<file path="config.mk">
export PLATFORM = sky130hd
export DESIGN_NAME = voice_allocator
export DESIGN_NICKNAME = d
export VERILOG_FILES = /design/src/rtl/synth_pkg.sv /design/src/rtl/voice_slot.sv /design/src/rtl/voice_allocator.sv
export SDC_FILE = /design/constraint.sdc
export NUM_CORES = 1
export LEC_CHECK = 0
export BUFFER_PORTS_ARGS = -buffer_cell sky130_fd_sc_hd__buf_2
export CORE_ASPECT_RATIO = 0.5
export CORE_MARGIN = 2
export CORE_UTILIZATION = 45
export DETAILED_ROUTE_END_ITERATION = 8
export GPL_TIMING_DRIVEN = 1
export PLACE_DENSITY = 0.66
export SKIP_CTS_REPAIR_TIMING = 1
export SYNTH_ARGS = -nofsm -noshare
export SYNTH_HDL_FRONTEND = slang
export SYNTH_SLANG_ARGS = --single-unit
</file>
<file path="constraint.sdc">
create_clock -name clk -period 5.6 [get_ports clk]
set_input_delay 0.28 -clock clk [delete_from_list [all_inputs] [get_ports clk]]
set_output_delay 0.28 -clock clk [all_outputs]
set_load 0.05 [all_outputs]
</file>
<file path="src/rtl/synth_pkg.sv">
// Definitions shared by the voice allocator and the frequency-lookup/oscillator chain.
package synth_pkg;

    localparam int NUM_VOICES = 16;
    localparam int NOTE_W     = 7;
    localparam int IDX_W      = $clog2(NUM_VOICES);

    typedef enum logic [1:0] {
        IDLE   = 2'd0,
        SCAN   = 2'd1,
        COMMIT = 2'd2
    } alloc_state_t;

endpackage

</file>
<file path="src/rtl/voice_slot.sv">
// One voice: held note, gate and a saturating age counter.
module voice_slot
    import synth_pkg::*;
#(
    parameter int AGE_W = 5
) (
    input  logic              clk,
    input  logic              reset,
    input  logic              load,
    input  logic [NOTE_W-1:0] load_note,
    input  logic              retrig,
    input  logic              clear,
    input  logic              age_inc,
    output logic [NOTE_W-1:0] note,
    output logic              gate,
    output logic [AGE_W-1:0]  age
);

    localparam logic [AGE_W-1:0] AGE_MAX = '1;

    // load/retrig/clear are mutually exclusive per slot; age_inc only touches untargeted gated slots.
    always_ff @(posedge clk or negedge reset) begin
        if (!reset) begin
            note <= '0;
            gate <= 1'b0;
            age  <= '0;
        end else if (load) begin
            note <= load_note;
            gate <= 1'b1;
            age  <= '0;
        end else if (retrig) begin
            age <= '0;
        end else if (clear) begin
            gate <= 1'b0;
        end else if (age_inc && gate && (age != AGE_MAX)) begin
            age <= age + AGE_W'(1);
        end
    end

endmodule

</file>
<file path="src/rtl/voice_allocator.sv">
// Polyphonic voice allocator: serial scan of the voice slots, then a one-cycle commit.
module voice_allocator
    import synth_pkg::*;
#(
    parameter int AGE_W = 5
) (
    input  logic                         clk,
    input  logic                         reset,
    input  logic                         ev_valid,
    output logic                         ev_ready,
    input  logic                         ev_on,
    input  logic [NOTE_W-1:0]            ev_note,
    input  logic                         all_off,
    output logic [NUM_VOICES*NOTE_W-1:0] notes,
    output logic [NUM_VOICES-1:0]        gates,
    output logic                         stolen,
    output logic [1:0]                   dbg_state,
    output logic [NUM_VOICES*AGE_W-1:0]  dbg_ages
);

    alloc_state_t state, state_nxt;

    logic [IDX_W-1:0]      scan_idx;
    logic                  ev_on_q;
    logic [NOTE_W-1:0]     ev_note_q;
    logic                  match_found, free_found;
    logic [IDX_W-1:0]      match_idx, free_idx, oldest_idx;
    logic [AGE_W-1:0]      oldest_age;
    logic [NUM_VOICES-1:0] off_mask;

    logic [NOTE_W-1:0]     v_note [NUM_VOICES];
    logic [AGE_W-1:0]      v_age  [NUM_VOICES];
    logic [NUM_VOICES-1:0] v_gate;

    logic [NUM_VOICES-1:0] slot_load, slot_retrig, slot_clear;
    logic                  slot_age_inc, steal;
    logic                  accept, do_all_off, scan_hit;

    // Handshake: an event transfers on a rising edge where ev_valid && ev_ready in IDLE and all_off is
    // low; the source holds ev_on/ev_note stable while ev_valid is high and ev_ready is low.
    assign accept     = (state == IDLE) && ev_ready && ev_valid && !all_off;
    assign do_all_off = (state == IDLE) && all_off;
    assign scan_hit   = v_gate[scan_idx] && (v_note[scan_idx] == ev_note_q);
    assign dbg_state  = state;

    always_comb begin
        state_nxt = state;
        case (state)
            IDLE:    if (accept) state_nxt = SCAN;
            SCAN:    if (scan_idx == IDX_W'(NUM_VOICES - 1)) state_nxt = COMMIT;
            COMMIT:  state_nxt = IDLE;
            default: state_nxt = IDLE;
        endcase
    end

    // ev_ready is registered so it stays low through reset and rises on the first edge after release.
    always_ff @(posedge clk or negedge reset) begin
        if (!reset) begin
            state    <= IDLE;
            ev_ready <= 1'b0;
            stolen   <= 1'b0;
        end else begin
            state    <= state_nxt;
            ev_ready <= (state_nxt == IDLE);
            stolen   <= steal;
        end
    end

    always_ff @(posedge clk or negedge reset) begin
        if (!reset) begin
            scan_idx    <= '0;
            ev_on_q     <= 1'b0;
            ev_note_q   <= '0;
            match_found <= 1'b0;
            free_found  <= 1'b0;
            match_idx   <= '0;
            free_idx    <= '0;
            oldest_idx  <= '0;
            oldest_age  <= '0;
            off_mask    <= '0;
        end else if (accept) begin
            scan_idx    <= '0;
            ev_on_q     <= ev_on;
            ev_note_q   <= ev_note;
            match_found <= 1'b0;
            free_found  <= 1'b0;
            match_idx   <= '0;
            free_idx    <= '0;
            oldest_idx  <= '0;
            oldest_age  <= '0;
            off_mask    <= '0;
        end else if (state == SCAN) begin
            scan_idx <= scan_idx + IDX_W'(1);
            if (scan_hit) begin
                off_mask[scan_idx] <= 1'b1;
                if (!match_found) begin
                    match_found <= 1'b1;
                    match_idx   <= scan_idx;
                end
            end
            if (!v_gate[scan_idx] && !free_found) begin
                free_found <= 1'b1;
                free_idx   <= scan_idx;
            end
            // Strict compare keeps the lowest index on equal ages.
            if (v_age[scan_idx] > oldest_age) begin
                oldest_idx <= scan_idx;
                oldest_age <= v_age[scan_idx];
            end
        end
    end

    always_comb begin
        slot_load    = '0;
        slot_retrig  = '0;
        slot_clear   = '0;
        slot_age_inc = 1'b0;
        steal        = 1'b0;
        if (state == COMMIT) begin
            if (ev_on_q) begin
                slot_age_inc = 1'b1;
                if (match_found) begin
                    slot_retrig[match_idx] = 1'b1;
                end else if (free_found) begin
                    slot_load[free_idx] = 1'b1;
                end else begin
                    slot_load[oldest_idx] = 1'b1;
                    steal                 = 1'b1;
                end
            end else begin
                slot_clear = off_mask;
            end
        end
        if (do_all_off) slot_clear = '1;
    end

    for (genvar i = 0; i < NUM_VOICES; i++) begin : g_voice
        voice_slot #(.AGE_W(AGE_W)) u_slot (
            .clk       (clk),
            .reset     (reset),
            .load      (slot_load[i]),
            .load_note (ev_note_q),
            .retrig    (slot_retrig[i]),
            .clear     (slot_clear[i]),
            .age_inc   (slot_age_inc),
            .note      (v_note[i]),
            .gate      (v_gate[i]),
            .age       (v_age[i])
        );
        assign notes[i*NOTE_W +: NOTE_W]   = v_note[i];
        assign dbg_ages[i*AGE_W +: AGE_W] = v_age[i];
    end

    assign gates = v_gate;

endmodule

</file>
==> results of run 1 <==
## per-layer routing
metal  up-vias  track usage
met5         -            0
met3        59      0.05045
met2       373       0.3989
met1      5131       0.3708
li1       4332            -
met4         0      0.05847
## registers in the layout (all words and copies together) (netlist names), 4 cells and up
register and count:
ev_note_q 7, free_idx 4, g_voice.u_slot.age 80, g_voice.u_slot.gate 16
g_voice.u_slot.note 112, match_idx 4, off_mask 16, oldest_age 5
oldest_idx 4, scan_idx 4
## cell families after synthesis
group | synth area share
AOI/OAI and AO/OA | 0.04120
xor gates and xnor gates | 0.03987
adders and majority gates | 0.03892
buffers and inverters | 0.03294
DFF | 0.4917
muxes | 0.2341
and+or+nand+nor | 0.1213
## cells in the mapped netlist, types with 15 or more instances
| cell | number |
|---|---|
| dfrtp_1 | 259 |
| nor2_1 | 118 |
| mux2_2 | 114 |
| nand2_1 | 103 |
| mux4_2 | 56 |
| mux2i_1 | 54 |
| ha_1 | 41 |
| xor2_1 | 39 |
| clkbuf_1 | 31 |
| nand4_1 | 24 |
| xnor2_1 | 21 |
| nor3b_1 | 20 |
| nand3_1 | 19 |
| buf_4 | 18 |
| o21ai_0 | 18 |
| and3_1 | 17 |
| a41oi_1 | 15 |
## stage by stage
stage / power [mW] / area, um^2 / hold slack, ns / cells / util
detailed placement: 3.647 / 14560 / 0.4892 / 1650 / 0.5038
global placement: 3.599 / 14560 / 0.4650 / 1650 / 0.5038
finish: 5.435 / 15530 / 0.07347 / 1707 / 0.5374
CTS: 5.446 / 15440 / -0.1009 / 1697 / 0.5342
global route: 5.681 / 15530 / 0.09076 / 1706 / 0.5374
floorplan: 3.279 / 13180 / -0.01559 / 1090 / -
## critical path, stage by stage (launching register included)
cell	delay, ns
dfrtp_2	0.84
mux4_2	0.60
mux4_2	0.51
ha_1	0.31
nor2b_1	0.14
o21a_1	0.12
o21a_1	0.10
o21ai_0	0.07
a221oi_1	0.77
buf_4	0.31
mux2i_1	0.19
## cell type report
type,count,area share
flip-flops and latches,259,0.4176
multi-input cells,746,0.4042
repair buffers,249,0.08651
clock buffers,37,0.04905
well taps,391,0.03149
clock inverters,10,0.007572
inverters,14,0.003383
diodes,1,0.0001611
## layout by cell type, fill, tap and decap left out, types with 6 or more instances in the layout
cell and n:
xnor2_1 21, o21ai_0 18, dlygate4sd3_1 9, clkinv_2 6, xor2_1 39, nor2b_1 6, nand3_1 19, nor3b_1 20
nand4_1 24, nand3b_1 6, a31o_2 7, ha_1 41, mux2_2 114, clkbuf_16 26, and3_1 17, mux2i_1 54
mux4_2 56, dfrtp_1 256, clkbuf_8 7, nor2_1 117, nand2_1 103, a21oi_1 9, o22ai_1 13, buf_2 222
a41oi_1 15, buf_4 17, inv_1 11, nand2b_1 6
## how the worst max path moves through the flow
| stage | to | slack (ns) |
|---|---|---|
| final | oldest_age[0] | 1.55 |
| after global routing | oldest_age[0] | 1.25 |
| after CTS | oldest_age[0] | 1.49 |
| after detailed placement | oldest_age[0] | 1.51 |
| after global placement | oldest_age[0] | 1.67 |
| after floorplan | oldest_idx[2] | 1.28 |
## where the power goes
group / internal (mW) / switching [mW] / total [mW]
Sequential: 2.03 / 0.428 / 2.46
Combinational: 0.489 / 0.683 / 1.17
Clock: 1.04 / 0.761 / 1.80
Total: 3.56 / 1.87 / 5.43
==> flow_summary.ini, run 1 <==
[timing]
slew_headroom = 0.1781
setup_tns_ns = 0
rsz0062_at_grt = false
clock_skew_ns = 0.01377
drv_slew = 0
setup_viol = 0
worstMarginPinSlew_ns = 1.224
hold_viol = 0
period_share = 0.7228
fin_ws_ns = 1.552
min_period_ns = 4.048
max_freq_mhz = 247.1

[die]
die_h_um = 125.0
io_pins = 224
fp-row-count = 44
dieWidth_um = 246.0
start_util = 0.4561
die-area_mm2 = 0.03076
coreArea_mm2 = 0.02890

[critical_path]
timing.rr.start = scan_idx[0]
worstSetupStartpointType = flip-flop
reg2reg_slack_ns = 1.55
worst_r2r_endpoint = oldest_age[0]
crit_type = flip-flop to flip-flop
crit_required_ns = 6.07
crit_start = scan_idx[0]
arrival_ns = 4.52
reg2reg_depth = 10
critPathCaptureType = flip-flop
critPathMaxFanout = 22

[global_routing]
grt_pass1_wl_um = 60130
overflow = 0
antenna_found_initial = 0
grt_pass1_vias = 9790
track_usage = 0.2558
grt_max_degree = 135

[route]
firstDrtPassIters = 6
wl_met2_um = 18260
wl_met1_um = 17580
initialDrtViolationCount = 932
finalWirelength_um = 39320
wl_met3_um = 2745
via_per_inst = 5.797
avgRoutedWirePerCell_um = 23.03
vias = 9895
topRoutingLayerUsed = met4
drc = 0
ant_nets = 0

[worst_hold_path]
worstHoldPathCells = 3
worstHoldEndpoint = oldest_idx[2]
min_from = all_off
hold_path_class = input pin to flip-flop

[synthesis]
syn_avg_cell_area_um2 = 12.09
synth_area_leaders = dfrtp_1 49%, mux2_2 9.7%, mux4_2 9.6%, mux2i_1 4.1%, ha_1 3.9%
synth_nets = 1143
synthArstFlopShare = 1.000
ys_warn_count = 0
yosysSeqAreaShare = 0.4917
ys_types = 46
synthCells = 1090
synth_edf_count = 0
synthesis.area_mm2 = 0.01318
ys_ff_latch = 259
netlist.area_leader.share = 0.4917
synth.largest_area_cell = dfrtp_1
ys.flop_type = dfrtp_1

[cts]
cts_tree = built
clock-root-buffer = clkbuf_16
clockBufferDepth = 3
htreeDepth = 1
clk_pin_slew_worst_paths_ns = 0.07
clk_latency_ns = 0.55
cts_made_buffers = 26
cts.sinks = 259

[finish]
fill_cells = 2489
final-seq-area_mm2 = 0.006487
syn_to_final_growth_pct = 17.84
multiInputGateArea_mm2 = 0.006279
drive_gt1_frac = 0.3582
fin_nets = 1349

[placement]
dpl.hpwl_um = 27850
pre_cts_ws_ns = 1.513
portBuffers = 223
gp_congestion = 0.8971

[job]
cap_violations = 0

[power]
max-vdd-ir-drop_mv = 0.2478
p_leak_nw = 8.073
power_density_mw_per_mm2 = 349.9

[status]
status = completed
No activity file was read; power rests on OpenSTA's default activity.
==> inputs of run 2 (changes only) <==
==> constraint.sdc (replaced) <==
create_clock -name clk -period 3.95 [get_ports clk]
set_input_delay 0.1975 -clock clk [delete_from_list [all_inputs] [get_ports clk]]
set_output_delay 0.1975 -clock clk [all_outputs]
set_load 0.05 [all_outputs]
==> run 2 against run 1 <==
Net effect: die area stayed put; largest power group unchanged; total power is 45% higher; worst hold slack got worse by 0.0024 ns; cell area rose by 0.97%; clock power is 51% higher; wire length decreased by 0.88%; clock-buffer cell count stayed put; global-route usage decreased by 0.34 points; combinational power grew 52%; register-to-register slack lost 1.0 ns; worst setup slack worse by 1.0 ns.
==> flow_summary.ini, run 2 (synthesis gave the netlist of run 1 again) <==
[finish]
reg_top3 = g_voice.u_slot.note (112), g_voice.u_slot.age (80)
largest_register_ffs = 112
multiInputGateArea_mm2 = 0.006285
mostFrequentLayoutCells = 256 x dfrtp_1, 222 x buf_2, 117 x nor2_1, 114 x mux2_2, 103 x nand2_1
regMostFlops = g_voice.u_slot.note
antenna_cells = 0
drive_gt1_frac = 0.3636
fin_nets = 1358
syn_to_final_growth_pct = 18.98
mostFrequentLayoutCell = dfrtp_1
final-seq-area_mm2 = 0.006487
finalNonFillerCells = 1714
final_area_mm2 = 0.01568
fill_cells = 2489

[die]
fp-row-count = 44
die-area_mm2 = 0.03076
io_pins = 224
dieWidth_um = 246.0
die_h_um = 125.0
start_util = 0.4561
coreArea_mm2 = 0.02890

[timing]
whs_ns = 0.07102
worstMarginPinSlew_ns = 0.9456
setup_viol = 0
clock_skew_ns = 0.01673
setup_tns_ns = 0
rsz0062_at_grt = false
drv_slew = 0
slew_headroom = 0.3629
period_share = 0.8621
hold_viol = 0
min_period_ns = 3.405
max_freq_mhz = 293.7
fin_ws_ns = 0.5448

[global_routing]
overflow = 0
grt_max_degree = 119
track_usage = 0.2524
grt_pass1_vias = 9706
grt_pass1_wl_um = 59570
antenna_found_initial = 1

[status]
status = completed

[cts]
cts_made_buffers = 26
cts.sinks = 259
clockBufferDepth = 3
cts_tree = built
clk_pin_slew_worst_paths_ns = 0.07
htreeDepth = 1
clk_latency_ns = 0.55
clock-root-buffer = clkbuf_16

[critical_path]
critPathCaptureType = flip-flop
worstSetupStartpointType = flip-flop
critPathMaxFanout = 17
crit_required_ns = 4.38
arrival_ns = 3.83
crit_type = flip-flop to flip-flop

[placement]
placedCellCount = 1659
postPlaceCellArea_mm2 = 0.01466
portBuffers = 223
dpl.hpwl_um = 27830
gp_congestion = 0.8825
pre_cts_ws_ns = 0.5462

[power]
power_density_mw_per_mm2 = 503.8
p_leak_nw = 8.142
max-vdd-ir-drop_mv = 0.3381

[route]
ant_nets = 0
initialDrtViolationCount = 930
firstDrtPassIters = 5
via_per_inst = 5.774
vias = 9897
avgRoutedWirePerCell_um = 22.74
finalWirelength_um = 38970
drc = 0

[job]
cap_violations = 0

[worst_hold_path]
hold_path_class = input pin to flip-flop
[run 2: worst paths after layout]
| path | cells past startpoint | endpoint | from | slack [ns] |
|---|---|---|---|---|
| setup / recovery | 11 | oldest_idx[3] | scan_idx[0] | 0.54 |
| setup reg to reg | 11 | oldest_idx[3] | scan_idx[0] | 0.54 |
| max in group asynchronous | 3 | off_mask[0] | reset | 2.71 |
| min in group asynchronous | 2 | g_voice[2].u_slot.note[5] | reset | 0.34 |
| hold / removal | 3 | off_mask[7] | all_off | 0.07 |
| hold reg to reg | 2 | off_mask[12] | off_mask[12] | 0.51 |
[run 2: worst max-delay path, cell delays in order, from the launching register on]
cell      delay, ns
dfrtp_2        0.68
mux4_2         0.57
mux4_2         0.51
ha_1           0.30
nor2b_1        0.13
o21a_1         0.12
o21a_1         0.10
o21ai_0        0.09
a221oi_2       0.31
buf_4          0.21
mux2i_1        0.19
nor2_1         0.07
[run 2: power breakdown]
part	internal, mW	switching (mW)
Combinational	0.735	1.04
Clock	1.64	1.07
Sequential	2.88	0.541
Total	5.25	2.65
[run 2: stage by stage]
step	utilization	power, mW
floorplan	-	4.661
global placement	0.5072	5.156
detailed placement	0.5072	5.217
CTS	0.5395	7.909
global route	0.5426	8.261
finish	0.5426	7.901
[run 2: per-layer routing]
metal	global-route usage	vias to the layer above	part of all wire
li1	-	4345	-
met4	0.05134	0	0.016
met1	0.3626	5140	0.44
met3	0.05002	52	0.066
met5	0	-	0
met2	0.4002	360	0.47
[run 2: cell type report]
cell class,count,share of cell area
timing repair buffer,258,0.09158
clock buffer,37,0.04994
tap,391,0.03119
clock inverter,9,0.009573
inverter,14,0.003351
sequential,259,0.4136
multi-input combinational,746,0.4007
